==> src/rtl/sc_char_edge_counter.sv <==
// Counts rising edges of an asynchronous cell-chain output over a programmable
// window of CLK cycles, then publishes the result in parallel and via a serial shifter.
module sc_char_edge_counter #(
    parameter int CNT_W = 16,
    parameter int WIN_W = 16
) (
    input  logic             CLK,
    input  logic             RST_N,
    input  logic             START,
    input  logic [WIN_W-1:0] WINDOW,
    input  logic             OSC_IN,
    input  logic             SHIFT,
    output logic             BUSY,
    output logic             DONE,
    output logic [CNT_W-1:0] COUNT,
    output logic             OVF,
    output logic             SDO
);

    localparam logic [1:0] IDLE = 2'd0;
    localparam logic [1:0] ARM  = 2'd1;
    localparam logic [1:0] MEAS = 2'd2;
    localparam logic [1:0] FIN  = 2'd3;

    logic [1:0]       state;
    logic             arm_cnt;
    logic             s1, s2, s3;
    logic             edge_det;
    logic [WIN_W-1:0] win_rem;
    logic [CNT_W-1:0] acc, acc_nxt;
    logic             ovf_acc, ovf_nxt;
    logic [CNT_W-1:0] shreg;

    always_ff @(posedge CLK or negedge RST_N) begin
        if (!RST_N) begin
            s1 <= 1'b0;
            s2 <= 1'b0;
            s3 <= 1'b0;
        end else begin
            s1 <= OSC_IN;
            s2 <= s1;
            s3 <= s2;
        end
    end

    assign edge_det = s2 & ~s3;

    // Saturating accumulate: a hit at all-ones marks overflow instead of wrapping.
    always_comb begin
        acc_nxt = acc;
        ovf_nxt = ovf_acc;
        if (edge_det) begin
            if (acc != '1) acc_nxt = acc + CNT_W'(1);
            else           ovf_nxt = 1'b1;
        end
    end

    always_ff @(posedge CLK or negedge RST_N) begin
        if (!RST_N) begin
            state   <= IDLE;
            arm_cnt <= 1'b0;
            win_rem <= '0;
            acc     <= '0;
            ovf_acc <= 1'b0;
            COUNT   <= '0;
            OVF     <= 1'b0;
            shreg   <= '0;
        end else begin
            case (state)
                IDLE: begin
                    if (START) begin
                        win_rem <= WINDOW;
                        acc     <= '0;
                        ovf_acc <= 1'b0;
                        arm_cnt <= 1'b0;
                        state   <= ARM;
                    end else if (SHIFT) begin
                        shreg <= shreg >> 1;
                    end
                end
                ARM: begin
                    // Two cycles here flush stale synchronizer history before counting.
                    arm_cnt <= ~arm_cnt;
                    if (arm_cnt) begin
                        if (win_rem != '0) begin
                            state <= MEAS;
                        end else begin
                            COUNT <= '0;
                            OVF   <= 1'b0;
                            shreg <= '0;
                            state <= FIN;
                        end
                    end
                end
                MEAS: begin
                    acc     <= acc_nxt;
                    ovf_acc <= ovf_nxt;
                    win_rem <= win_rem - WIN_W'(1);
                    if (win_rem == WIN_W'(1)) begin
                        COUNT <= acc_nxt;
                        OVF   <= ovf_nxt;
                        shreg <= acc_nxt;
                        state <= FIN;
                    end
                end
                FIN:     state <= IDLE;
                default: state <= IDLE;
            endcase
        end
    end

    assign BUSY = (state != IDLE);
    assign DONE = (state == FIN);
    assign SDO  = shreg[0];

endmodule

==> config.mk <==
export PLATFORM = sky130hd
export DESIGN_NAME = sc_char_edge_counter
export DESIGN_NICKNAME = d
export VERILOG_FILES = /design/src/rtl/sc_char_edge_counter.sv
export SDC_FILE = /design/constraint.sdc
export NUM_CORES = 1
export LEC_CHECK = 0
export CAP_MARGIN = 20
export CORE_ASPECT_RATIO = 0.5
export CORE_MARGIN = 8
export CORE_UTILIZATION = 50
export CTS_BUF_LIST = sky130_fd_sc_hd__clkbuf_8
export DETAILED_ROUTE_END_ITERATION = 8
export PLACE_DENSITY = 0.74
export SLEW_MARGIN = 20
export SYNTH_ARGS = -nofsm -noshare
export SYNTH_HDL_FRONTEND = slang
export SYNTH_SLANG_ARGS = --single-unit
==> constraint.sdc <==
create_clock -name CLK -period 2.2 [get_ports CLK]
set_input_delay 0.55 -clock CLK [delete_from_list [all_inputs] [get_ports CLK]]
set_output_delay 0.55 -clock CLK [all_outputs]
set_load 0.01 [all_outputs]
# ---- After elaboration in Yosys (flattened, before gate mapping)
# Index checks and enable logic that the tools add are counted.
dict set report op_classes {
  n_addsub 2
  multipliers 0
  div 0
  n_lt_le_gt_ge 0
  n_eq_ne 11
  shift 0
  muxes 27
  bitwise 3
  n_reduce_logical 12
}
# cell n
set ops {}
lappend ops {{$mux W16} 9}
lappend ops {{$pmux W16 S2} 3}
lappend ops {{$pmux W16 S3} 1}
lappend ops {{$add A16 B1 Y16 const B} 1}
lappend ops {{$eq A16 B1 Y1 const B} 1}
lappend ops {{$ne A16 B16 Y1 const B} 1}
lappend ops {{$reduce_bool A16 Y1} 1}
lappend ops {{$sub A16 B1 Y16 const B} 1}
lappend ops {{$ne A2 B2 Y1 const B} 6}
lappend ops {{$pmux W2 S4} 1}
lappend ops {{$reduce_bool A2 Y1} 4}
lappend ops {{$mux W1} 7}
lappend ops {{$mux W2} 3}
lappend ops {{$pmux W1 S2} 3}
lappend ops {{$reduce_and A6 Y1} 1}
lappend ops {{$eq A2 B2 Y1 const B} 2}
lappend ops {{$reduce_and A2 Y1} 2}
lappend ops {{$reduce_and A4 Y1} 1}
lappend ops {{$reduce_and A3 Y1} 1}
lappend ops {{$reduce_bool A3 Y1} 1}
lappend ops {{$eq A2 B1 Y1 const B} 1}
lappend ops {{$logic_not A2 Y1} 1}
lappend ops {{$not A1 Y1} 2}
lappend ops {{$and A1 B1 Y1} 1}
dict set report totals {
  regBits 72
  latchBits 0
  mem_bits_rw 0
  rom_bits 0
  inputBits 21
  output_inout_bits 20
  word_cells 66
  memories 0
}

# ---- Depth between registers and ports, before layout
# Gate-level depths: netlist (run 1).
dict set report logic_depth {
  word_depth 5
  ltp_mapped 9
  mapped_depth_nobuf 7
}

# ---- Worst setup path before layout (run 1)
# No wires, ideal clock.
dict set report synth_path {
  path_kind {register -> register}
  from {register state[0]}
  to {register shreg[6]}
  setup_time_ps 65
  arrival_ps 2046
  t_required_ps 2135
  path_slack_ps 90
  stages_incl_launch_ff 9
  n_path_buf 1
  period_less_slack_ps 2110
  path_cell_list {dfrtp_1 > inv_1 > ha_1 > clkbuf_1 > clkinv_1 > or3_1 > or4_1 > o221ai_1 > mux2_2}
}
dict set report synth_between {
  elab_chain_cells 3
  word_cells_on_any_way 11
  cone_classes {eq/ne: 7; mux: 1; reduce/logical: 3}
}
# element line
set synth_lines {}
lappend synth_lines {{from (decl)} 25} ;# logic [1:0] state;
lappend synth_lines {{from (signal assigned)} 60} ;# state <= IDLE;
lappend synth_lines {{from (signal assigned)} 76} ;# state <= ARM;
lappend synth_lines {{from (signal assigned)} 86} ;# state <= MEAS;
lappend synth_lines {{$eq A2 B2 Y1 (tied with other cells)} 69} ;# case (state)
lappend synth_lines {{$ne A2 B2 Y1 (no source line) / $reduce_bool A3 Y1 (equally long branches)} n/a}
lappend synth_lines {{$reduce_and A6 Y1 (no source line)} n/a}
lappend synth_lines {{to (signal assigned)} 78} ;# shreg <= shreg >> 1;
lappend synth_lines {{to (signal assigned)} 102} ;# shreg <= acc_nxt;
lappend synth_lines {{to (decl)} 32} ;# logic [CNT_W-1:0] shreg;
# Several ways; a longest one is shown, not always the timed one.
# A chain may end at the register's enable or synchronous reset.

# ---- Worst setup path after layout (run 1)
dict set report layout_path {
  from {register state[1]}
  to {register shreg[6]}
}
# The elaborated chain is that of the path after synthesis.

==> run summary, run 1 <==
status: finished, final reports clean
Total GRT Usage: 18.2%
CTS tree: done
CP Max Fanout: 4
sequential power share: 31.3%
Critical R2R Launch: state[1]
Pre-antenna DRT Iters: 5
Diodes inserted: 0
leakage power: 2.20 nW
Worst Hold Class: in2async
YS warnings: 0
final setup fails: 0
Clock Pin Slew Worst Setup and Hold Paths: 80 ps
DR DRC count: 0
die area: 11900 µm²
ys flop type: dfrtp_1
# IOs: 41
WL met3: 851 µm
initial core utilization: 52.5%
Routed Antenna Nets: 0
slew margin rel.: 64.3%
Sw Ratio: 43.2%
share of cells above drive strength 1: 18.8%
final worst slack: 107 ps
Clk Latency, worst-skew pair: 360 ps
die width: 147 µm
setup TNS: 0 ps
routed vias/inst: 5.88
CP Launch Type: register
Bufs on Longest Clock Path: 2
Worst Skew: 11.7 ps
# rows: 23
FF-to-FF End: shreg[6]
H-tree depth: 3
Max Freq: 478 MHz
Detailed Place HPWL: 7530 µm
Final nets: 572
Required @ worst endpoint: 2490 ps
Yosys cell types: 59
gr ovfl total: 0
#FFs+latches synth: 72
Syn Inst Count: 469
CTS Root Buffer Type: clkbuf_8
Syn Nets: 499
FFs w/ async S/R, synth: 100%
R2R depth: 7
worst setup path startpoint: state[1]
Pwr Total: 5.89 mW
post-layout min period: 2090 ps
Worst Setup Path Type: reg2reg
DP Area: 5140 µm²
Logic pwr share: 51.7%
Final Max Slew Viols: 0
P_sw: 2.54 mW
syn avg cell area: 9.11 µm²
Post-synth EDFFs: 0
area grow syn2layout: 25.3%
Clock Power Share: 17.0%
first-pass GRT wire length: 17800 µm
Post-CTS Repair Setup Buffers: 0
final WL: 10600 µm
Clock Sinks: 72
unrepaired setup endpoints after global routing: false
DR WL/cell: 16.1 µm
reg-to-reg slack, setup: 110 ps
buffers added on ports: 40
Final Cycle Share: 95.1%
PD cells: 1100 nW/µm²
Initial DRC Count: 331
routability congestion estimate: 0.882
Crit. End Element: register
Synth Cell Area: 4270 µm²
Setup WS pre-CTS: 22.5 ps
Vias: 3877
core area: 8140 µm²
antenna violations before repair: 0
Int Pwr: 3.34 mW
Hold Vio Cnt, Final: 0
WL met1: 4970 µm
DIE HEIGHT: 81.4 µm
Design Area, Final: 5350 µm²
largest net degree at the start of global routing: 73
critical path arrival: 2380 ps
CTS Buf Count: 9
uppermost routed layer: met4
MaxCap Viol Count: 0
DR WL met2: 4610 µm
Worst Setup EP: shreg[6]
worst vdd ir: 0.586 mV
register area share after synthesis: 42.2%
Worst-Margin Slew: 531 ps
vias in the first global route: 3605
state kept, by name, summed over array words and instances (netlist names), 2 cells and up:
name and flops:
shreg 16, acc 16, COUNT 16, state 2, win_rem 16
power by group through the flow:
stage	Combinational, mW	Clock (mW)	Sequential (mW)
global route	3.35	1.07	1.89
CTS	3.01	1.02	1.84
detailed placement	3.00	0	1.86
floorplan	1.83	0	1.78
global placement	2.97	0	1.85
finish	3.04	0.998	1.85
routing by layer:
metal	GRT usage (%)	vias up
met2	28.4	168
met3	4.88	16
li1	-	1894
met4	5.20	0
met5	0	-
met1	24.7	1799
worst min-delay path by stage:
stage          cells past startpoint         end  slack [ps]  start
2_1_floorplan                      0    COUNT[0]         250  RST_N
3_3_place_gp                       0          s2         340     s1
3_5_place_dp                       0          s2         340     s1
4_1_cts                            2     arm_cnt         220  RST_N
5_1_grt                            2  win_rem[6]         240  RST_N
6_report                           2     arm_cnt         210  RST_N
cell type report:
type / instances / area, µm²
Sequential cell: 72 / 1800
Timing Repair Buffer: 97 / 876
Clock buffer: 9 / 124
Fill cell: 683 / 2790
Clock inverter: 7 / 56.3
Inverter: 16 / 60.1
Multi-Input combinational cell: 346 / 2290
Tap cell: 112 / 140
what timing repair did:
action / 4_1_cts / 5_1_grt
setup endpoints to repair: 1 / 34
hold buffers: 0 / 0
hold endpoints to repair: 0 / 0
resized for setup: 1 / 7
layout by cell type, fill, tap and decap left out, types with 3 or more instances in the layout:
cell             synthesis  routed
nand3_1                 17      17
o22ai_1                 16      16
dfrtp_1                 72      71
nand2_1                 55      55
or3_1                    4       4
nand4b_1                 3       3
o31ai_1                 19      19
o21ai_0                 26      25
inv_1                   14      17
o311ai_0                 3       3
a31oi_1                  4       4
nand2b_1                 6       6
nor4_2                   3       4
xnor2_1                  6       6
ha_1                     9       9
clkinv_2                 0       3
mux2_2                  15      15
clkbuf_8                 0       9
nand4_1                  6       6
a32oi_1                  4       4
or4_1                    6       6
nor3b_1                  3       3
clkdlybuf4s50_1          0      38
nor2_1                  30      30
nor3_1                  13      13
buf_12                   0       4
buf_4                    1      52
mux2i_1                 21      21
a221o_1                  4       4
nor4_1                  10       9
a21oi_1                 26      26
cells in the mapped netlist (2+ instances only):
cell / n / area, µm²
a21oi_1: 26 / 130
a221o_1: 4 / 40.0
a22oi_1: 2 / 15.0
a2bb2oi_1: 2 / 17.5
a31oi_1: 4 / 25.0
a32oi_1: 4 / 35.0
and3_1: 2 / 12.5
and4_1: 2 / 17.5
buf_2: 6 / 30.0
clkbuf_1: 25 / 93.8
clkbuf_2: 2 / 10.0
clkinv_1: 2 / 7.51
dfrtp_1: 72 / 1800
ha_1: 9 / 113
inv_1: 14 / 52.6
mux2_2: 15 / 169
mux2i_1: 21 / 210
nand2_1: 55 / 206
nand2b_1: 6 / 37.5
nand3_1: 17 / 85.1
nand4_1: 6 / 37.5
nand4_2: 2 / 25.0
nand4b_1: 3 / 26.3
nor2_1: 30 / 113
nor3_1: 13 / 65.1
nor3b_1: 3 / 22.5
nor4_1: 10 / 62.6
nor4_2: 3 / 37.5
nor4b_1: 3 / 26.3
o21ai_0: 26 / 130
o221ai_1: 2 / 17.5
o22ai_1: 16 / 100
o2bb2ai_1: 2 / 17.5
o311ai_0: 3 / 26.3
o31ai_1: 19 / 143
or2_2: 2 / 12.5
or3_1: 4 / 25.0
or4_1: 6 / 45.0
xnor2_1: 6 / 52.6
worst max-delay path, stage by stage, from the launching register on:
cell	delay, ps
dfrtp_1	390
inv_1	100
ha_1	320
clkinv_1	170
or3_1	360
or4_1	420
o221ai_1	90
mux2_2	180
through the flow:
step	cells	hold slack (ps)	util, %
CTS	659	225	65.4
finish	659	208	65.7
floorplan	469	254	-
global route	659	239	65.7
global placement	643	336	63.2
detailed placement	643	343	63.2
cell families (layout without fill, tap and decap cells):
kind of cell               count (synthesis)  count (layout)  share of synthesized area (%)
xor gates and xnor gates                   7               7                           1.43
adders and majority gates                  9               9                           2.64
muxes                                     36              36                           8.87
DFF                                       72              72                           42.2
AOI/OAI and AO/OA                        122             122                           18.8
buffers and inverters                     51             129                           4.98
and+or+nand+nor                          172             172                           21.1
Note: power is estimated with default switching activity, not from simulation.
==> run 2, diff against run 1 <==
--- a/config.mk
+++ b/config.mk
@@ -9,10 +9,10 @@
 export CORE_ASPECT_RATIO = 0.5
 export CORE_MARGIN = 8
 export CORE_UTILIZATION = 50
-export CTS_BUF_LIST = sky130_fd_sc_hd__clkbuf_8
 export DETAILED_ROUTE_END_ITERATION = 8
 export PLACE_DENSITY = 0.74
 export SLEW_MARGIN = 20
 export SYNTH_ARGS = -nofsm -noshare
 export SYNTH_HDL_FRONTEND = slang
 export SYNTH_SLANG_ARGS = --single-unit
+export TNS_END_PERCENT = 5
==> run summary, run 2 (synthesis results as in run 1) <==
hold_ws: 234 ps (+25.8 ps)
Total GRT Usage: 18.4% (+0.15 points)
met2 track utilization from global routing: 29.0% (+0.55 points)
CP Launch Type: register
fill count: 669 (-2.0%)
Final Cycle Share: 97.0% (+1.8 points)
hold buffer count at cts: 0 (unchanged)
vias in the first global route: 3613 (+0.22%)
Worst Hold Class: in2async
buffers added on ports: 40 (unchanged)
status: finished, final reports clean
first-pass GRT wire length: 17900 µm (+0.70%)
area of the multi-input gates: 2290 µm² (-0.27%)
area grow syn2layout: 27.4%
Worst Skew: 5.51 ps (-6.15 ps)
core area: 8140 µm² (unchanged)
M3 GR Usage: 4.71% (-0.17 points)
Clock Power Share: 22.4% (+5.4 points)
antenna violations before repair: 0 (unchanged)
post-layout min period: 2130 ps (+40.2 ps)
Slowest-stage cell, CP: dfrtp_1
Critical R2R Launch: state[0]
Required @ worst endpoint: 2420 ps (-70 ps)
Routed Antenna Nets: 0 (unchanged)
final WL: 10600 µm (+0.46%)
worst vdd ir: 0.598 mV (+2.1%)
Pre-antenna DRT Iters: 5 (unchanged)
Clock Pin Slew Worst Setup and Hold Paths: 60 ps (-20 ps)
critical path arrival: 2350 ps (-30 ps)
Diodes inserted: 0 (unchanged)
MaxCap Viol Count: 0 (unchanged)
gr ovfl total: 0 (unchanged)
critical path buffer and inverter count: 4 (+2)
Logic pwr share: 48.3% (-3.4 points)
Hold Vio Cnt, Final: 0 (unchanged)
CTS Root Buffer Type: clkbuf_16
final setup fails: 0 (unchanged)
unrepaired setup endpoints after global routing: true
Vias: 3887 (+0.26%)
leakage power: 2.24 nW (+1.5%)
P_sw: 2.59 mW (+1.7%)
Clock Sinks: 72 (unchanged)
H-tree depth: 3 (unchanged)
most frequent cells in the layout: dfrtp_1 (72), nand2_1 (55), buf_4 (53)
die width: 147 µm (unchanged)
sequential power share: 29.3% (-2.0 points)
Worst Setup Path Type: reg2reg
FF-to-FF End: COUNT[11]
commonest non-fill, non-tap cell in the layout: dfrtp_1
CP Cell Sequence: inv_1, ha_1, clkinv_1, buf_4, o221ai_2, buf_12, mux2_2
Top delay family on crit path: buffers and inverters
layer with the highest usage: met2
Bufs on Longest Clock Path: 2 (unchanged)
setup TNS: 0 ps (unchanged)
# rows: 23 (unchanged)
R2R depth: 7 (unchanged)
routability congestion estimate: 0.882 (unchanged)
Clk Latency, worst-skew pair: 330 ps (-30 ps)
CP Max Fanout: 32 (+28)
Sw Ratio: 41.1% (-2.1 points)
routed vias/inst: 5.90 (+0.26%)
Worst-Margin Slew: 547 ps (+15.8 ps)
Final nets: 572 (unchanged)
Int Pwr: 3.70 mW (+11%)
Register Area: 1800 µm² (about the same)
initial core utilization: 52.5% (unchanged)
Detailed Place HPWL: 7530 µm (unchanged)
reg-to-reg slack, setup: 70 ps (-40 ps)
DR DRC count: 0 (unchanged)
largest net degree at the start of global routing: 73 (unchanged)
DIE HEIGHT: 81.4 µm (unchanged)
DR WL/cell: 16.1 µm (+0.46%)
Worst path max stage delay: 400 ps (-20 ps)
Max Freq: 469 MHz (-1.9%)
Crit. End Element: register
die area: 11900 µm² (unchanged)
PD cells: 1160 nW/µm² (+5.1%)
# IOs: 41 (unchanged)
share of cells above drive strength 1: 18.3% (-0.55 points)
CTS Buf Count: 9 (unchanged)
CTS tree: done
met1 Usage GRT: 24.7% (+0.033 points)
Final Max Slew Viols: 0 (unchanged)
worst setup path startpoint: state[0]
slew margin rel.: 63.2% (-1.1 points)
Initial DRC Count: 361 (+9.1%)
[run 2: cell types whose count changed in the layout (fill, tap and decap cells not counted), sizes merged]
cell	previous run	this run
clkbuf	9	12
clkinv	4	5
inv	18	14
[run 2: layer usage]
layer | vias to the layer above | part of all wire [%]
met4 | 0 | 1.2
met5 | - | 0
met2 | 128 | 45
met3 | 14 | 6.6
met1 | 1857 | 48
li1 | 1888 | -
[run 2: worst max-delay path by stage]
stage	endpoint	depth (start not counted)	slack [ps]
after floorplan	shreg[6]	8	90
after global placement	win_rem[14]	6	70
after detailed placement	win_rem[11]	9	20
after CTS	win_rem[11]	9	10
after global routing	win_rem[11]	9	-80
final	COUNT[11]	7	70
[run 2: repair_timing]
action / in CTS / in global routing
buffers inserted: 0 / 0
endpoints found under the setup margin: 1 / 33
pin swaps: 0 / 0
endpoints found under the hold margin: 0 / 0
gates resized for setup: 1 / 3
[run 2: area by class of cell]
cell class,instances,share of cell area [%]
Timing Repair Buffer,97,16.0
Inverter,16,1.10
Multi-Input combinational cell,346,42.0
Clock buffer,12,4.34
Tap cell,112,2.57
Sequential cell,72,33.1
Clock inverter,4,0.828
[run 2: power groups by stage]
| stage | clock, mW | sequential, mW | combinational [mW] |
|---|---|---|---|
| 2_1_floorplan | 0 | 1.78 | 1.83 |
| 3_3_place_gp | 0 | 1.85 | 2.97 |
| 3_5_place_dp | 0 | 1.86 | 3.00 |
| 4_1_cts | 1.43 | 1.84 | 3.01 |
| 5_1_grt | 1.48 | 1.89 | 3.35 |
| 6_report | 1.41 | 1.84 | 3.04 |
[run 2: worst reg2reg max path: cells and delay by family (launching register included)]
kind | cells | cell delay, ps
AO/OA/AOI/OAI | 1 | 230
flip-flops | 1 | 400
multiplexers | 1 | 360
buffers and inverters | 4 | 840
adder cells (fa/ha/maj) | 1 | 200
[run 2: through the flow]
| stage | std cells | util [%] | power [mW] | worst slack [ps] | instance area, µm² |
|---|---|---|---|---|---|
| 2_1_floorplan | 469 | - | 3.61 | 89.8 | 4270 |
| 3_3_place_gp | 643 | 63.2 | 4.82 | 66.7 | 5140 |
| 3_5_place_dp | 643 | 63.2 | 4.87 | 22.5 | 5140 |
| 4_1_cts | 659 | 66.6 | 6.29 | 9.95 | 5420 |
| 5_1_grt | 659 | 66.8 | 6.72 | -77.3 | 5440 |
| 6_report | 659 | 66.8 | 6.29 | 66.7 | 5440 |
==> run 3, diff against run 2 <==
--- a/config.mk
+++ b/config.mk
@@ -11,6 +11,7 @@
 export CORE_UTILIZATION = 50
 export DETAILED_ROUTE_END_ITERATION = 8
 export PLACE_DENSITY = 0.74
+export REMOVE_ABC_BUFFERS = 1
 export SLEW_MARGIN = 20
 export SYNTH_ARGS = -nofsm -noshare
 export SYNTH_HDL_FRONTEND = slang
==> run summary, run 3 (synthesis results as in run 1) <==
share of cells above drive strength 1: 20.8% (+2.5 points)
DR DRC count: 0 (unchanged)
P_sw: 2.64 mW (+2.2%)
Clock Pin Slew Worst Setup and Hold Paths: 60 ps (about the same)
Clock Power Share: 23.7% (+1.3 points)
Crit. End Element: register
Routed Antenna Nets: 0 (unchanged)
Required @ worst endpoint: 2430 ps (about the same)
status: finished, final reports clean
commonest non-fill, non-tap cell in the layout: dfrtp_1
buffers added on ports: 40 (unchanged)
die width: 147 µm (unchanged)
core area: 8140 µm² (unchanged)
area grow syn2layout: 29.9%
Worst Hold Class: in2async
worst vdd ir: 0.596 mV (-0.35%)
Bufs on Longest Clock Path: 2 (unchanged)
Total GRT Usage: 19.4% (+1.0 points)
unrepaired setup endpoints after global routing: true
Final nets: 578 (+1.0%)
Initial DRC Count: 214 (-41%)
critical path arrival: 2350 ps (about the same)
CTS tree: done
# IOs: 41 (unchanged)
hold buffer count at cts: 0 (unchanged)
Final Max Slew Viols: 0 (unchanged)
most frequent cells in the layout: dfrtp_1 (72), buf_4 (59), nand2_1 (54)
PD cells: 1180 nW/µm² (+1.9%)
vias in the first global route: 3654 (+1.1%)
Max Freq: 472 MHz (+0.74%)
Diodes inserted: 0 (unchanged)
Detailed Place HPWL: 7880 µm (+4.7%)
antenna violations before repair: 0 (unchanged)
CTS Buf Count: 9 (unchanged)
Logic pwr share: 48.8% (+0.5 points)
Worst Setup Path Type: reg2reg
Worst Skew: 5.88 ps (+0.368 ps)
Clk Latency, worst-skew pair: 340 ps (about the same)
largest net degree at the start of global routing: 58 (-21%)
final setup fails: 0 (unchanged)
# rows: 23 (unchanged)
CTS Root Buffer Type: clkbuf_16
CP Max Fanout: 10 (-69%)
die area: 11900 µm² (unchanged)
Vias: 3960 (+1.9%)
Int Pwr: 3.89 mW (+5.1%)
fill count: 662 (-1.0%)
final WL: 11400 µm (+7.6%)
first-pass GRT wire length: 18500 µm (+3.6%)
initial core utilization: 52.5% (unchanged)
hold_ws: 139 ps (-94.2 ps)
DIE HEIGHT: 81.4 µm (unchanged)
post-layout min period: 2120 ps (-15.7 ps)
MaxCap Viol Count: 0 (unchanged)
Hold Vio Cnt, Final: 0 (unchanged)
CP Launch Type: register
Worst-Margin Slew: 688 ps (+141 ps)
Sw Ratio: 40.4% (-0.68 points)
final core occ: 68.1% (+1.3 points)
Clock Sinks: 72 (unchanged)
routed vias/inst: 5.95 (+0.96%)
leakage power: 2.29 nW (+2.3%)
H-tree depth: 3 (unchanged)
DR WL/cell: 17.2 µm (+6.7%)
Final Cycle Share: 96.3% (-0.72 points)
gr ovfl total: 0 (unchanged)
Pre-antenna DRT Iters: 4 (-1)
slew margin rel.: 53.7% (-9.5 points)
routability congestion estimate: 0.878 (-0.37%)
sequential power share: 27.4% (-1.9 points)
## run 3: changes by cell type in the layout (fill, tap and decap cells not counted), sizes merged
cell    before  now
clkbuf      12   14
clkinv       5    3
buf         58   64
## run 3: metal layers
layer  wire [µm]  vias up  track usage, %
met5           0        -               0
li1            -     1909               -
met3         761       14            4.88
met2        5050      138            30.9
met1        5460     1899            25.3
met4         166        0            7.85
## run 3: repair_timing
item / 4_1_cts / 5_1_grt
setup buffers: 0 / 1
pin swaps: 0 / 0
endpoints found under the setup margin: 2 / 25
resized for setup: 5 / 8
## run 3: worst paths after layout
| kind | from | to | slack (ps) | cells after the start |
|---|---|---|---|---|
| hold reg to reg | s1 | s2 | 360 | 0 |
| min in group CLK | s1 | s2 | 360 | 0 |
| max in group asynchronous | RST_N | acc[0] | 1410 | 2 |
| hold / removal | RST_N | win_rem[0] | 140 | 1 |
| setup / recovery | acc[5] | shreg[12] | 80 | 6 |
| setup reg to reg | acc[5] | shreg[12] | 80 | 6 |
## run 3: stage by stage
step	std cells	worst slack, ps	power, mW	setup TNS (ps)	cell area, µm²
final	665	82.5	6.53	0	5550
after global routing	665	-35.3	6.93	-65.5	5550
after CTS	664	52.3	6.50	0	5500
after detailed placement	648	-16.9	4.89	-32.3	5170
after global placement	648	13.8	4.83	0	5170
after floorplan	434	-2090	3.47	-83290	4120
## run 3: final cells by class
| class | instances | area, µm² | area share (%) |
|---|---|---|---|
| clock inverters | 2 | 35.0 | 0.631 |
| multi-input cells | 346 | 2320 | 41.8 |
| well taps | 112 | 140 | 2.53 |
| flip-flops and latches | 72 | 1800 | 32.5 |
| clock buffers | 14 | 284 | 5.12 |
| inverters | 16 | 61.3 | 1.10 |
| repair buffers | 103 | 908 | 16.4 |
## run 3: worst max-delay path, stage by stage (launching register included)
cell and delay, ps:
dfrtp_1 460, nand4_2 160, buf_4 200, or4_1 540, o21ai_0 270, o2bb2ai_1 110, mux2_2 260
## run 3: power groups by stage
stage	sequential (mW)	combinational [mW]	clock, mW
after detailed placement	1.81	3.09	0
after global placement	1.80	3.04	0
after floorplan	1.85	1.62	0
after CTS	1.79	3.14	1.58
final	1.79	3.19	1.55
after global routing	1.83	3.47	1.64
